<file path="config.mk">
export PLATFORM = sky130hd
export DESIGN_NAME = decode_stage
export DESIGN_NICKNAME = d
export VERILOG_FILES = /design/src/rtl/decode_stage.sv
export SDC_FILE = /design/constraint.sdc
export NUM_CORES = 1
export LEC_CHECK = 0
export ABC_AREA = 1
export BUFFER_PORTS_ARGS = -buffer_cell sky130_fd_sc_hd__buf_4
export CAP_MARGIN = 20
export CORE_MARGIN = 2
export CORE_UTILIZATION = 55
export CTS_CLUSTER_DIAMETER = 40
export DETAILED_ROUTE_END_ITERATION = 10
export PLACE_DENSITY = 0.85
export SLEW_MARGIN = 15
export SYNTH_ARGS = -nofsm -noshare
export SYNTH_HDL_FRONTEND = slang
export SYNTH_SLANG_ARGS = --single-unit
</file>
<file path="constraint.sdc">
create_clock -name clk -period 6.1 [get_ports clk]
set_input_delay 1.22 -clock clk [delete_from_list [all_inputs] [get_ports clk]]
set_output_delay 1.22 -clock clk [all_outputs]
set_load 0.02 [all_outputs]
</file>
<file path="src/rtl/decode_stage.sv">
// decode_stage: registered RV32I decode between the IF/ID and ID/EX boundaries.
// The incoming instruction is decoded combinationally and registered, so the
// result appears one cycle after it is accepted. Control encodings follow the
// define.vh set, with every *_X code equal to 0.
//
// Ports:
//   clk, rst             clock, asynchronous active-high reset
//   in_valid/in_ready    upstream handshake; in_ready is combinational
//   in_inst, in_pc       fetched instruction and its pc
//   flush                kill the registered instruction and drop the input
//   out_valid/out_ready  downstream handshake
//   out_pc, out_imm      registered pc and sign-extended immediate
//   out_rs1/rs2/rd_addr  register addresses
//   out_exe_fun          ALU_*/BR_* code
//   out_rs1_sel          RS1_* code
//   out_rs2_sel          RS2_* code
//   out_mem_wen          MEN_S for stores
//   out_rf_wen           REN_S when rd is written
//   out_wb_sel           WB_* code
//   out_mem_size         0 byte, 1 half, 2 word
//   out_mem_unsigned     set for LBU/LHU
//   out_illegal          undefined encoding
module decode_stage #(
    parameter int unsigned XLEN      = 32,
    parameter bit          HAZARD_EN = 1'b1
) (
    input  logic            clk,
    input  logic            rst,
    input  logic            in_valid,
    output logic            in_ready,
    input  logic [31:0]     in_inst,
    input  logic [XLEN-1:0] in_pc,
    input  logic            flush,
    output logic            out_valid,
    input  logic            out_ready,
    output logic [XLEN-1:0] out_pc,
    output logic [XLEN-1:0] out_imm,
    output logic [4:0]      out_rs1_addr,
    output logic [4:0]      out_rs2_addr,
    output logic [4:0]      out_rd_addr,
    output logic [4:0]      out_exe_fun,
    output logic [1:0]      out_rs1_sel,
    output logic [2:0]      out_rs2_sel,
    output logic            out_mem_wen,
    output logic            out_rf_wen,
    output logic [1:0]      out_wb_sel,
    output logic [1:0]      out_mem_size,
    output logic            out_mem_unsigned,
    output logic            out_illegal
);

    // Control encodings (define.vh)
    localparam logic [4:0] ALU_X    = 5'd0;
    localparam logic [4:0] ALU_ADD  = 5'd1;
    localparam logic [4:0] ALU_SUB  = 5'd2;
    localparam logic [4:0] ALU_AND  = 5'd3;
    localparam logic [4:0] ALU_OR   = 5'd4;
    localparam logic [4:0] ALU_XOR  = 5'd5;
    localparam logic [4:0] ALU_SLL  = 5'd6;
    localparam logic [4:0] ALU_SRL  = 5'd7;
    localparam logic [4:0] ALU_SRA  = 5'd8;
    localparam logic [4:0] ALU_SLT  = 5'd9;
    localparam logic [4:0] ALU_SLTU = 5'd10;
    localparam logic [4:0] BR_BEQ   = 5'd11;
    localparam logic [4:0] BR_BNE   = 5'd12;
    localparam logic [4:0] BR_BLT   = 5'd13;
    localparam logic [4:0] BR_BGE   = 5'd14;
    localparam logic [4:0] BR_BLTU  = 5'd15;
    localparam logic [4:0] BR_BGEU  = 5'd16;
    localparam logic [4:0] ALU_JALR = 5'd17;

    localparam logic [1:0] RS1_X   = 2'd0;
    localparam logic [1:0] RS1_RS1 = 2'd1;
    localparam logic [1:0] RS1_PC  = 2'd2;

    localparam logic [2:0] RS2_X   = 3'd0;
    localparam logic [2:0] RS2_RS2 = 3'd1;
    localparam logic [2:0] RS2_IMI = 3'd2;
    localparam logic [2:0] RS2_IMS = 3'd3;
    localparam logic [2:0] RS2_IMJ = 3'd4;
    localparam logic [2:0] RS2_IMU = 3'd5;

    localparam logic MEN_S = 1'b1;
    localparam logic REN_S = 1'b1;

    localparam logic [1:0] WB_X   = 2'd0;
    localparam logic [1:0] WB_ALU = 2'd1;
    localparam logic [1:0] WB_MEM = 2'd2;
    localparam logic [1:0] WB_PC  = 2'd3;

    localparam logic [6:0] OPC_LUI    = 7'b0110111;
    localparam logic [6:0] OPC_AUIPC  = 7'b0010111;
    localparam logic [6:0] OPC_JAL    = 7'b1101111;
    localparam logic [6:0] OPC_JALR   = 7'b1100111;
    localparam logic [6:0] OPC_BRANCH = 7'b1100011;
    localparam logic [6:0] OPC_LOAD   = 7'b0000011;
    localparam logic [6:0] OPC_STORE  = 7'b0100011;
    localparam logic [6:0] OPC_OPIMM  = 7'b0010011;
    localparam logic [6:0] OPC_OP     = 7'b0110011;
    localparam logic [6:0] OPC_FENCE  = 7'b0001111;

    localparam logic [6:0] F7_ZERO = 7'b0000000;
    localparam logic [6:0] F7_ALT  = 7'b0100000;

    logic [6:0] opcode;
    logic [2:0] funct3;
    logic [6:0] funct7;
    logic [4:0] rs1;
    logic [4:0] rs2;
    logic [4:0] rd;

    assign opcode = in_inst[6:0];
    assign funct3 = in_inst[14:12];
    assign funct7 = in_inst[31:25];
    assign rs1    = in_inst[19:15];
    assign rs2    = in_inst[24:20];
    assign rd     = in_inst[11:7];

    // Immediate formats, all sign-extended from bit 31
    logic [31:0] imm_i, imm_s, imm_b, imm_u, imm_j;
    assign imm_i = {{20{in_inst[31]}}, in_inst[31:20]};
    assign imm_s = {{20{in_inst[31]}}, in_inst[31:25], in_inst[11:7]};
    assign imm_b = {{19{in_inst[31]}}, in_inst[31], in_inst[7], in_inst[30:25], in_inst[11:8], 1'b0};
    assign imm_u = {in_inst[31:12], 12'b0};
    assign imm_j = {{11{in_inst[31]}}, in_inst[31], in_inst[19:12], in_inst[20], in_inst[30:21], 1'b0};

    logic [31:0] d_imm;
    logic [4:0]  d_exe_fun;
    logic [1:0]  d_rs1_sel;
    logic [2:0]  d_rs2_sel;
    logic        d_mem_wen;
    logic        d_rf_wen;
    logic [1:0]  d_wb_sel;
    logic [1:0]  d_mem_size;
    logic        d_mem_unsigned;
    logic        d_illegal;

    // Combinational instruction decode; illegal encodings collapse to *_X
    always_comb begin
        d_imm          = 32'd0;
        d_exe_fun      = ALU_X;
        d_rs1_sel      = RS1_X;
        d_rs2_sel      = RS2_X;
        d_mem_wen      = 1'b0;
        d_rf_wen       = 1'b0;
        d_wb_sel       = WB_X;
        d_mem_size     = 2'd0;
        d_mem_unsigned = 1'b0;
        d_illegal      = 1'b0;

        case (opcode)
            OPC_LUI: begin
                d_imm = imm_u; d_exe_fun = ALU_ADD; d_rs2_sel = RS2_IMU;
                d_rf_wen = REN_S; d_wb_sel = WB_ALU;
            end
            OPC_AUIPC: begin
                d_imm = imm_u; d_exe_fun = ALU_ADD; d_rs1_sel = RS1_PC; d_rs2_sel = RS2_IMU;
                d_rf_wen = REN_S; d_wb_sel = WB_ALU;
            end
            OPC_JAL: begin
                d_imm = imm_j; d_exe_fun = ALU_ADD; d_rs1_sel = RS1_PC; d_rs2_sel = RS2_IMJ;
                d_rf_wen = REN_S; d_wb_sel = WB_PC;
            end
            OPC_JALR: begin
                d_imm = imm_i; d_exe_fun = ALU_JALR; d_rs1_sel = RS1_RS1; d_rs2_sel = RS2_IMI;
                d_rf_wen = REN_S; d_wb_sel = WB_PC;
                d_illegal = (funct3 != 3'b000);
            end
            OPC_BRANCH: begin
                d_imm = imm_b; d_rs1_sel = RS1_RS1; d_rs2_sel = RS2_RS2;
                case (funct3)
                    3'b000:  d_exe_fun = BR_BEQ;
                    3'b001:  d_exe_fun = BR_BNE;
                    3'b100:  d_exe_fun = BR_BLT;
                    3'b101:  d_exe_fun = BR_BGE;
                    3'b110:  d_exe_fun = BR_BLTU;
                    3'b111:  d_exe_fun = BR_BGEU;
                    default: d_illegal = 1'b1;
                endcase
            end
            OPC_LOAD: begin
                d_imm = imm_i; d_exe_fun = ALU_ADD; d_rs1_sel = RS1_RS1; d_rs2_sel = RS2_IMI;
                d_rf_wen = REN_S; d_wb_sel = WB_MEM;
                case (funct3)
                    3'b000:  d_mem_size = 2'd0;
                    3'b001:  d_mem_size = 2'd1;
                    3'b010:  d_mem_size = 2'd2;
                    3'b100:  begin d_mem_size = 2'd0; d_mem_unsigned = 1'b1; end
                    3'b101:  begin d_mem_size = 2'd1; d_mem_unsigned = 1'b1; end
                    default: d_illegal = 1'b1;
                endcase
            end
            OPC_STORE: begin
                d_imm = imm_s; d_exe_fun = ALU_ADD; d_rs1_sel = RS1_RS1; d_rs2_sel = RS2_IMS;
                d_mem_wen = MEN_S;
                case (funct3)
                    3'b000:  d_mem_size = 2'd0;
                    3'b001:  d_mem_size = 2'd1;
                    3'b010:  d_mem_size = 2'd2;
                    default: d_illegal = 1'b1;
                endcase
            end
            OPC_OPIMM: begin
                d_imm = imm_i; d_rs1_sel = RS1_RS1; d_rs2_sel = RS2_IMI;
                d_rf_wen = REN_S; d_wb_sel = WB_ALU;
                case (funct3)
                    3'b000: d_exe_fun = ALU_ADD;
                    3'b010: d_exe_fun = ALU_SLT;
                    3'b011: d_exe_fun = ALU_SLTU;
                    3'b100: d_exe_fun = ALU_XOR;
                    3'b110: d_exe_fun = ALU_OR;
                    3'b111: d_exe_fun = ALU_AND;
                    3'b001: begin
                        d_exe_fun = ALU_SLL;
                        d_illegal = (funct7 != F7_ZERO);
                    end
                    default: begin
                        if (funct7 == F7_ZERO)     d_exe_fun = ALU_SRL;
                        else if (funct7 == F7_ALT) d_exe_fun = ALU_SRA;
                        else                       d_illegal = 1'b1;
                    end
                endcase
            end
            OPC_OP: begin
                d_rs1_sel = RS1_RS1; d_rs2_sel = RS2_RS2;
                d_rf_wen = REN_S; d_wb_sel = WB_ALU;
                if (funct7 == F7_ZERO) begin
                    case (funct3)
                        3'b000:  d_exe_fun = ALU_ADD;
                        3'b001:  d_exe_fun = ALU_SLL;
                        3'b010:  d_exe_fun = ALU_SLT;
                        3'b011:  d_exe_fun = ALU_SLTU;
                        3'b100:  d_exe_fun = ALU_XOR;
                        3'b101:  d_exe_fun = ALU_SRL;
                        3'b110:  d_exe_fun = ALU_OR;
                        default: d_exe_fun = ALU_AND;
                    endcase
                end else if (funct7 == F7_ALT && funct3 == 3'b000) begin
                    d_exe_fun = ALU_SUB;
                end else if (funct7 == F7_ALT && funct3 == 3'b101) begin
                    d_exe_fun = ALU_SRA;
                end else begin
                    d_illegal = 1'b1;
                end
            end
            OPC_FENCE: ;  // legal no-op, all controls stay *_X
            default: d_illegal = 1'b1;
        endcase

        if (d_illegal) begin
            d_imm          = 32'd0;
            d_exe_fun      = ALU_X;
            d_rs1_sel      = RS1_X;
            d_rs2_sel      = RS2_X;
            d_mem_wen      = 1'b0;
            d_rf_wen       = 1'b0;
            d_wb_sel       = WB_X;
            d_mem_size     = 2'd0;
            d_mem_unsigned = 1'b0;
        end
    end

    // Source-register usage is a property of the opcode alone
    logic uses_rs1;
    logic uses_rs2;
    assign uses_rs1 = (opcode == OPC_JALR) || (opcode == OPC_BRANCH) || (opcode == OPC_LOAD) ||
                      (opcode == OPC_STORE) || (opcode == OPC_OPIMM) || (opcode == OPC_OP);
    assign uses_rs2 = (opcode == OPC_BRANCH) || (opcode == OPC_STORE) || (opcode == OPC_OP);

    // Loads are the only instructions that write back from memory
    logic load_en;
    logic hazard;
    assign load_en = ~out_valid | out_ready;
    assign hazard  = HAZARD_EN && out_valid && (out_wb_sel == WB_MEM) && (out_rd_addr != 5'd0) &&
                     in_valid && ((uses_rs1 && rs1 == out_rd_addr) || (uses_rs2 && rs2 == out_rd_addr));
    assign in_ready = load_en & ~hazard & ~flush;

    // Flush and bubbles both load a zeroed, invalid slot
    logic upd;
    logic take;
    assign upd  = flush | load_en;
    assign take = in_ready & in_valid;

    always_ff @(posedge clk or posedge rst) begin
        if (rst) begin
            out_valid        <= 1'b0;
            out_pc           <= '0;
            out_imm          <= '0;
            out_rs1_addr     <= 5'd0;
            out_rs2_addr     <= 5'd0;
            out_rd_addr      <= 5'd0;
            out_exe_fun      <= ALU_X;
            out_rs1_sel      <= RS1_X;
            out_rs2_sel      <= RS2_X;
            out_mem_wen      <= 1'b0;
            out_rf_wen       <= 1'b0;
            out_wb_sel       <= WB_X;
            out_mem_size     <= 2'd0;
            out_mem_unsigned <= 1'b0;
            out_illegal      <= 1'b0;
        end else if (upd) begin
            out_valid        <= take;
            out_pc           <= take ? in_pc : '0;
            out_imm          <= take ? XLEN'(signed'(d_imm)) : '0;
            out_rs1_addr     <= take ? rs1 : 5'd0;
            out_rs2_addr     <= take ? rs2 : 5'd0;
            out_rd_addr      <= take ? rd : 5'd0;
            out_exe_fun      <= take ? d_exe_fun : ALU_X;
            out_rs1_sel      <= take ? d_rs1_sel : RS1_X;
            out_rs2_sel      <= take ? d_rs2_sel : RS2_X;
            out_mem_wen      <= take & d_mem_wen;
            out_rf_wen       <= take & d_rf_wen;
            out_wb_sel       <= take ? d_wb_sel : WB_X;
            out_mem_size     <= take ? d_mem_size : 2'd0;
            out_mem_unsigned <= take & d_mem_unsigned;
            out_illegal      <= take & d_illegal;
        end
    end

endmodule

</file>
==> Word level (Yosys, flattened, before mapping) <==
Cells that the tools add are included.
{ "word_totals": {"regBits": 98, "inputBits": 69, "output_inout_bits": 99, "elab_cells": 134} }
{ "op_classes": {"eq_ne": 21, "mux": 49, "n_bitwise": 12, "n_reduce_logical": 37} }
{ "ops": {"columns": ["operator", "n"], "rows": [
  ["32-bit one-hot mux with 5 select lines", 1],
  ["32-bit two-way mux", 3],
  ["4-bit one-hot mux with 7 select lines", 2],
  ["5-bit two-way mux", 6],
  ["5-bit one-hot mux with 6 select lines", 1],
  ["7-bit by 6-bit == test with 1-bit output, second input constant", 4],
  ["5-bit one-hot mux with 5 select lines", 1],
  ["7-bit == test, second input constant", 3],
  ["6-bit OR reduction", 3],
  ["4-bit two-way mux", 4],
  ["2-bit one-hot mux with 2 select lines", 4],
  ["1-bit two-way mux", 15],
  ["3-bit one-hot mux with 5 select lines", 1],
  ["7-bit by 5-bit == test with 1-bit output, second input constant", 2],
  ["3-bit == test, second input constant", 4],
  ["2-bit two-way mux", 6],
  ["2-bit OR reduction", 6],
  ["5-bit == test", 2],
  ["5-bit OR reduction", 2],
  ["1-bit logical AND", 8],
  ["1-bit logical OR", 8],
  ["4-bit OR reduction", 2],
  ["1-bit AND", 7],
  ["7-bit by 2-bit == test with 1-bit output, second input constant", 1],
  ["other kinds (17)", 23]
]} }

==> Logic depth before layout (Yosys ltp) <==
Gate-level depths: netlist of run 1.
{ "logic_depth": {"ltp_word": 14, "ltp_mapped": 15, "ltp_nobuf": 13} }

==> Worst setup path after synthesis of run 1 <==
Ideal clock, no wire load.
{ "synth_timing": {"kind": "in2out", "from": "input port in_inst[1]", "to": "output port in_ready", "t_arrival_ns": 2.098, "required_ns": 4.880, "setup_slack_ns": 2.782, "cell_stages": 11, "path_buffers": 0, "cell_sequence": "nand2_2 > inv_2 > nand2_1 > nor2_1 > nor2_1 > nand2_1 > nand2_1 > nand2_1 > nand2_1 > nand2_2 > inv_1"} }
{ "synth_via": {"elab_chain_len": 12, "word_cells_on_any_way": 20, "cone_classes": "eq/ne (6); bitwise (3); reduce/logical (11)"} }
{ "synth_lines": {"columns": ["element", "line", "source"], "rows": [
  ["start: declaration", "31", "input logic [31:0] in_inst,"],
  ["7-bit == test, on equally long branches", "266, 268", null],
  ["1-bit logical OR (3 in a row)", "266", "assign uses_rs1 = (opcode == OPC_JALR) || (opcode == OPC_BRANCH) || (opcode == OPC_LOAD) ||"],
  ["1-bit logical OR (2 in a row)", "267", "(opcode == OPC_STORE) || (opcode == OPC_OPIMM) || (opcode == OPC_OP);"],
  ["1-bit logical AND", "275", "in_valid && ((uses_rs1 && rs1 == out_rd_addr) || (uses_rs2 && rs2 == out_rd_addr));"],
  ["1-bit logical OR (*)", "275", null],
  ["1-bit logical AND (*)", "275", null],
  ["1-bit NOT (*)", "276", "assign in_ready = load_en & ~hazard & ~flush;"],
  ["1-bit AND (*) (2 in a row)", "276", null],
  ["end: declaration", "30", "output logic in_ready,"]
]} }
Mark *: on every way between the ends. The rest lies on a longest branch, timed or not.

==> Worst setup path after layout of run 1 <==
Ends and elaborated chain as after synthesis.

==> metrics.md, run 1 <==
| Metric | Value |
|---|---|
| R2r startpoint | out_rd_addr[0] |
| Finished layout cell area | ~6600 um^2 |
| TritonCTS Buffers | 9 |
| Fillcell total | between 700 and 800 |
| Top cells by area, synth | dfrtp_1, nand2_1, nor2_1 |
| Antenna Cells | 0 |
| Layout cell share with drive strength beyond 1 | 23.5% |
| Nature of the critical path startpoint | primary input |
| Drt first pass iters | 4 |
| Nets | 959 |
| Post-route clock period utilization | 65.2% |
| DRT iter0 DRCs | 295 |
| Flops & latches, synth | 98 |
| Crit-path cells | buf_4 > nand2_2 > inv_2 > nand2_1 > nor2_1 > nor2_1 > nand2_1 > nand2_1 > nand2_1 > nand2_1 > nand2_2 > inv_1 > buf_4 |
| Largest area contributor in the netlist | dfrtp_1 |
| Cells after synthesis | ~730 |
| Setup TNS | 0 ns |
| Most frequent cell after synthesis | nand2_1 |
| Arrival time at the worst endpoint | 2.76 ns |
| Cell Pwr Density | 199 nW/um^2 |
| CP Launch Point | in_inst[1] |
| EDFF count, synth | 0 |
| Cts hold-fix bufs | 0 |
| Die Ht | roughly 100 um |
| Clk_lat worst skew | 0.37 ns |
| HP Class | register to register |
| Critical hold path startpoint | out_imm[6] |
| Lkg Pwr | between 0.003 and 0.004 uW |
| Slew @ Worst Pin | 0.973 ns |
| H-tree levels | 3 |
| RSZ-0062 raised after global routing | no |
| Yosys warns | 0 |
| Crit path max-delay cell type | nand2_1 |
| Starting Density | 55.7% |
| Vias per std cell | about 5.1 |
| Clock transition at path regs | roughly 0.10 ns |
| Worst setup EP type | primary output |
| Post-synth top cells | nand2_1, nor2_1, dfrtp_1 |
| # setup viols final | 0 |
| Most used cell, CP | nand2_1 |
| Antenna violations before repair | 0 |
| Sink Count | 98 |
| Antenna violation net count after detailed routing | 0 |
| Root buf cell | clkbuf_8 |
| DR WL/cell | roughly 15 um |
| Via count | slightly above 5k |
| Mapped Area | 5080 um^2 |
| Syn nets | 803 |
| Yosys cell types | 29 |
| Yosys top cell area share | 48.3% |
| Synth-to-layout area growth | 30.2% |
| Die Wd | roughly 100 um |
| Worst vdd ir | 129 uV |
| Vias in the first global route | between 4k and 5k |
| Drt total wl | 14.9 mm |
| Sequential fraction of the synthesis area | about half |
| Max frequency | 0.251 GHz |
| Synth async-reset ratio | 100% |
| Placed inst area | 6370 um^2 |
| Layout Utilization | 72.6% |
| Relative slew slack | approximately a third |
| Io pins | ~170 |
| Core ar. | 9110 um^2 |
| Final Slew Violations | 0 |
| Worst Path Required | slightly below 5 ns |
| Power, Total | 1320 uW |
| CTS Buffer Depth | 2 |
| Top FF cell, synth | dfrtp_1 |
| Critical path fanouts, max | 12 |
| Grt ovf | 0 |
| Post-DP HPWL | 11.0 mm |
| Max stage delay on crit path | 0.39 ns |
| Final Hold Fails | 0 |
| Fin crit period | 3.98 ns |
| Total Routing Usage GR | between 20% and 30% |
| Final Wtd Congestion | 0.909 |
| Syn_area_per_cell | 6.92 um^2 |
| Cts repair resizes | 0 |
| CTS tree | done |
| Max cap viols | 0 |
| # rows | 35 |
| First-pass GRT wire length | 23.9 mm |
| Clock skew | roughly 0.016 ns |
| Port bufs | 167 |
| Post-CTS setup-driven buffer insertion count | 0 |
| Critical path class | primary input to primary output |
| Largest net degree at the start of global routing | 79 |
| Number of remaining DRC errors | 0 |
| Status | complete, no violations |
| Total die area | 10000 um^2 |
==> final cells by class <==
class	instances	area, um^2	share of cell area [%]
sequential	98	2450	37.1
timing repair buffer	171	1300	19.6
multi-input combinational	552	2280	34.5
tap	111	139	2.10
clock inverter	6	82.6	1.25
inverter	58	220	3.33
clock buffer	10	138	2.08
==> per-layer routing <==
layer | wire length, um | GRT usage [%] | part of all wire, %
met5 | 0 | 0 | 0
met4 | 252 | 8.54 | 1.7
met3 | 829 | 4.46 | 5.6
met2 | 7300 | 50.8 | 49
met1 | 6540 | 40.4 | 44
==> sequential cells by signal, indices dropped and copies added (netlist names), 2 cells and up <==
register,cells
out_exe_fun,5
out_imm,32
out_mem_size,2
out_pc,32
out_rd_addr,5
out_rs1_addr,5
out_rs1_sel,2
out_rs2_addr,5
out_rs2_sel,3
out_wb_sel,2
==> power breakdown <==
part	internal [uW]	leakage, uW	switching, uW	total [uW]
clock	210	0.000108	250	460
combinational	68.1	0.00233	114	182
sequential	664	0.00134	10.7	675
==> worst paths after layout <==
path / endpoint / slack [ns] / cells after the start
min in group asynchronous: out_pc[14] / 0.77 / 2
hold / removal: out_imm[6] / 0.49 / 2
setup / recovery: in_ready / 2.12 / 13
hold reg to reg: out_imm[6] / 0.49 / 2
max in group asynchronous: out_imm[27] / 4.07 / 3
setup reg to reg: out_imm[5] / 3.53 / 12
==> placed cells by master (no fill, tap or decap), drive strengths merged <==
master    count
xnor2         2
clkinv        3
nor3          8
o31ai         1
clkinvlp      1
nand4         2
a21oi        25
dfrtp        98
a211oi        1
a22oi         1
o21ai        24
bufinv        1
nand2       341
inv          59
xor2          1
clkbuf       10
nor2        120
buf         171
o21a          1
nand3        24
o22ai         1
==> kinds of logic after synthesis <==
kind of cell,after synthesis,share of synthesized area (%)
flip-flops,98,48.3
AO/OA/AOI/OAI,54,5.54
AND/OR/NAND/NOR,495,38.7
buffers and inverters,84,6.92
XOR/XNOR,3,0.518
==> worst max-delay path, delay by kind of cell <==
kind                   cells  cell delay [ns]
AND/OR/NAND/NOR            9             1.18
buffers and inverters      4             0.35
==> stage by stage <==
step	instances	hold WS (ns)	worst slack (ns)
after floorplan	734	0.591	2.32
after global placement	989	0.462	2.22
after detailed placement	989	0.466	2.11
after CTS	1005	0.492	2.15
after global routing	1006	0.509	1.91
final	1006	0.486	2.12
(Power assumes the default switching activity.)
==> run 2: changes to the inputs <==
--- a/config.mk
+++ b/config.mk
@@ -9,10 +9,10 @@
 export BUFFER_PORTS_ARGS = -buffer_cell sky130_fd_sc_hd__buf_4
 export CAP_MARGIN = 20
 export CORE_MARGIN = 2
-export CORE_UTILIZATION = 55
+export CORE_UTILIZATION = 46
 export CTS_CLUSTER_DIAMETER = 40
 export DETAILED_ROUTE_END_ITERATION = 10
-export PLACE_DENSITY = 0.85
+export PLACE_DENSITY = 0.76
 export SLEW_MARGIN = 15
 export SYNTH_ARGS = -nofsm -noshare
 export SYNTH_HDL_FRONTEND = slang
==> constraint.sdc (replaced) <==
create_clock -name clk -period 3.4 [get_ports clk]
set_input_delay 0.68 -clock clk [delete_from_list [all_inputs] [get_ports clk]]
set_output_delay 0.68 -clock clk [all_outputs]
set_load 0.02 [all_outputs]
==> metrics.md, run 2 (synthesis gave the netlist of run 1 again) <==
| Metric | Value |
|---|---|
| Root buf cell | clkbuf_8 |
| # rows | 38 |
| HP Class | primary input to asynchronous set/reset pin |
| Commonest non-fill, non-tap cell in the layout | nand2_1 |
| Clock transition at path regs | 0.12 ns |
| Sink Count | 98 |
| Final Worst Setup Slack | between 0.7 and 0.8 ns |
| Max frequency | 0.371 GHz |
| Nets | 964 |
| First-pass GRT wire length | approximately 23 mm |
| Worst vdd ir | between 150 and 200 uV |
| Largest net degree at the start of global routing | between 60 and 70 |
| Vias per std cell | between 4 and 5 |
| DRT iter0 DRCs | roughly 280 |
| Number of remaining DRC errors | 0 |
| Critical path fanouts, max | 7 |
| CTS Buffer Depth | 2 |
| Arrival time at the worst endpoint | 2.01 ns |
| Worst Path Required | 2.72 ns |
| Setup TNS | 0 ns |
| Die Ht | 109 um |
| # setup viols final | 0 |
| Hold WS | 0.450 ns |
| TritonCTS Buffers | 9 |
| Post-CTS setup-driven buffer insertion count | 0 |
| H-tree levels | 3 |
| RSZ-0062 raised after global routing | no |
| Regs by FF count | out_imm (32), out_pc (32) |
| Antenna violations before repair | 0 |
| Port bufs | around 170 |
| Fin crit period | 2.69 ns |
| Relative slew slack | 45.0% |
| Grt ovf | 0 |
| Io pins | 168 |
| Post-route clock period utilization | 79.2% |
| Critical path class | primary input to primary output |
| Drt total wl | 14.7 mm |
| Worst slack, placed | 0.721 ns |
| Worst setup EP type | primary output |
| Most frequent cells in the layout | nand2_1, buf_4, nor2_1 |
| Vias in the first global route | 4655 |
| Final Slew Violations | 0 |
| Final Wtd Congestion | 0.944 |
| DR WL/cell | 14.2 um |
| Max cap viols | 0 |
| Cts hold-fix bufs | 0 |
| Total Routing Usage GR | around a quarter |
| Cell Pwr Density | 356 nW/um^2 |
| Synth-to-layout area growth | 31.8% |
| Status | complete, no violations |
| Nature of the critical path startpoint | primary input |
| Drt first pass iters | 5 |
| Via count | a little over 5k |
| Antenna Cells | 0 |
| Total die area | 11900 um^2 |
| Antenna violation net count after detailed routing | 0 |
| Layout Utilization | between 60 and 70% |
| Core ar. | approximately 11000 um^2 |
| Cts repair resizes | 0 |
| Die Wd | 109 um |
| Layout cell share with drive strength beyond 1 | a little under a quarter |
| Starting Density | ~47% |
| Lkg Pwr | around 0.0038 uW |
| Final Hold Fails | 0 |
| CTS tree | done |
| Clk_lat worst skew | 0.38 ns |
| Slew @ Worst Pin | 0.825 ns |
| Clock skew | 0.0151 ns |
| Post-DP HPWL | 10.8 mm |
-- run 2: cell types whose count changed in the layout (fill, tap and decap cells not counted) --
cell	previous run	this run
clkinv_4	0	2
buf_4	170	174
buf_12	1	2
inv_6	2	1
clkinvlp_4	1	0
inv_8	1	2
clkbuf_8	10	9
-- run 2: stage by stage --
stage | cells | power [uW] | instance area, um^2
floorplan | 734 | 1400 | 5080
global placement | 1024 | 1560 | 6470
detailed placement | 1024 | 1560 | 6470
CTS | 1040 | 2400 | 6690
global route | 1040 | 2480 | 6690
finish | 1040 | 2380 | 6690
-- run 2: critical path, stage by stage --
cell     delay (ns)
buf_4          0.11
nand2_2        0.10
inv_2          0.04
nand2_1        0.19
nor2_1         0.06
nor2_1         0.19
nand2_1        0.11
nand2_1        0.07
nand2_1        0.05
nand2_1        0.10
nand2_2        0.08
inv_1          0.08
buf_4          0.14
-- run 2: metal layers --
layer / up-vias / routed length, um / share of wire [%] / global-route usage (%)
met5: - / 0 / 0 / 0
met4: 0 / 361 / 2.5 / 10.2
met3: 26 / 890 / 6.0 / 3.65
met2: 163 / 6780 / 46 / 38.1
met1: 2348 / 6710 / 46 / 36.0
li1: 2560 / - / - / -
-- run 2: layout make-up --
class                           instances  area, um^2
Sequential cell                        98        2450
Fill cell                            1042        4100
Tap cell                              140         175
Timing Repair Buffer                  176        1350
Clock buffer                            9         124
Multi-Input combinational cell        552        2280
Inverter                               58         220
Clock inverter                          7        95.1
-- run 2: worst paths after layout --
path,end,startpoint,slack [ns],cells past startpoint
max,in_ready,in_inst[1],0.71,13
min,out_pc[31],rst,0.45,2
max reg2reg,out_imm[24],out_rd_addr[2],1.69,13
min reg2reg,out_pc[24],out_pc[24],0.49,2
max in group asynchronous,out_rs1_addr[1],rst,2.15,3
min in group clk,out_pc[4],in_pc[4],0.48,3
-- run 2: report_power, final --
part | switching [uW] | internal (uW) | leakage, uW | total, uW
logic | 203 | 127 | 0.00236 | 329
registers | 18.6 | 1190 | 0.00134 | 1210
clock network | 479 | 362 | 0.000111 | 842
total | 701 | 1680 | 0.00381 | 2380
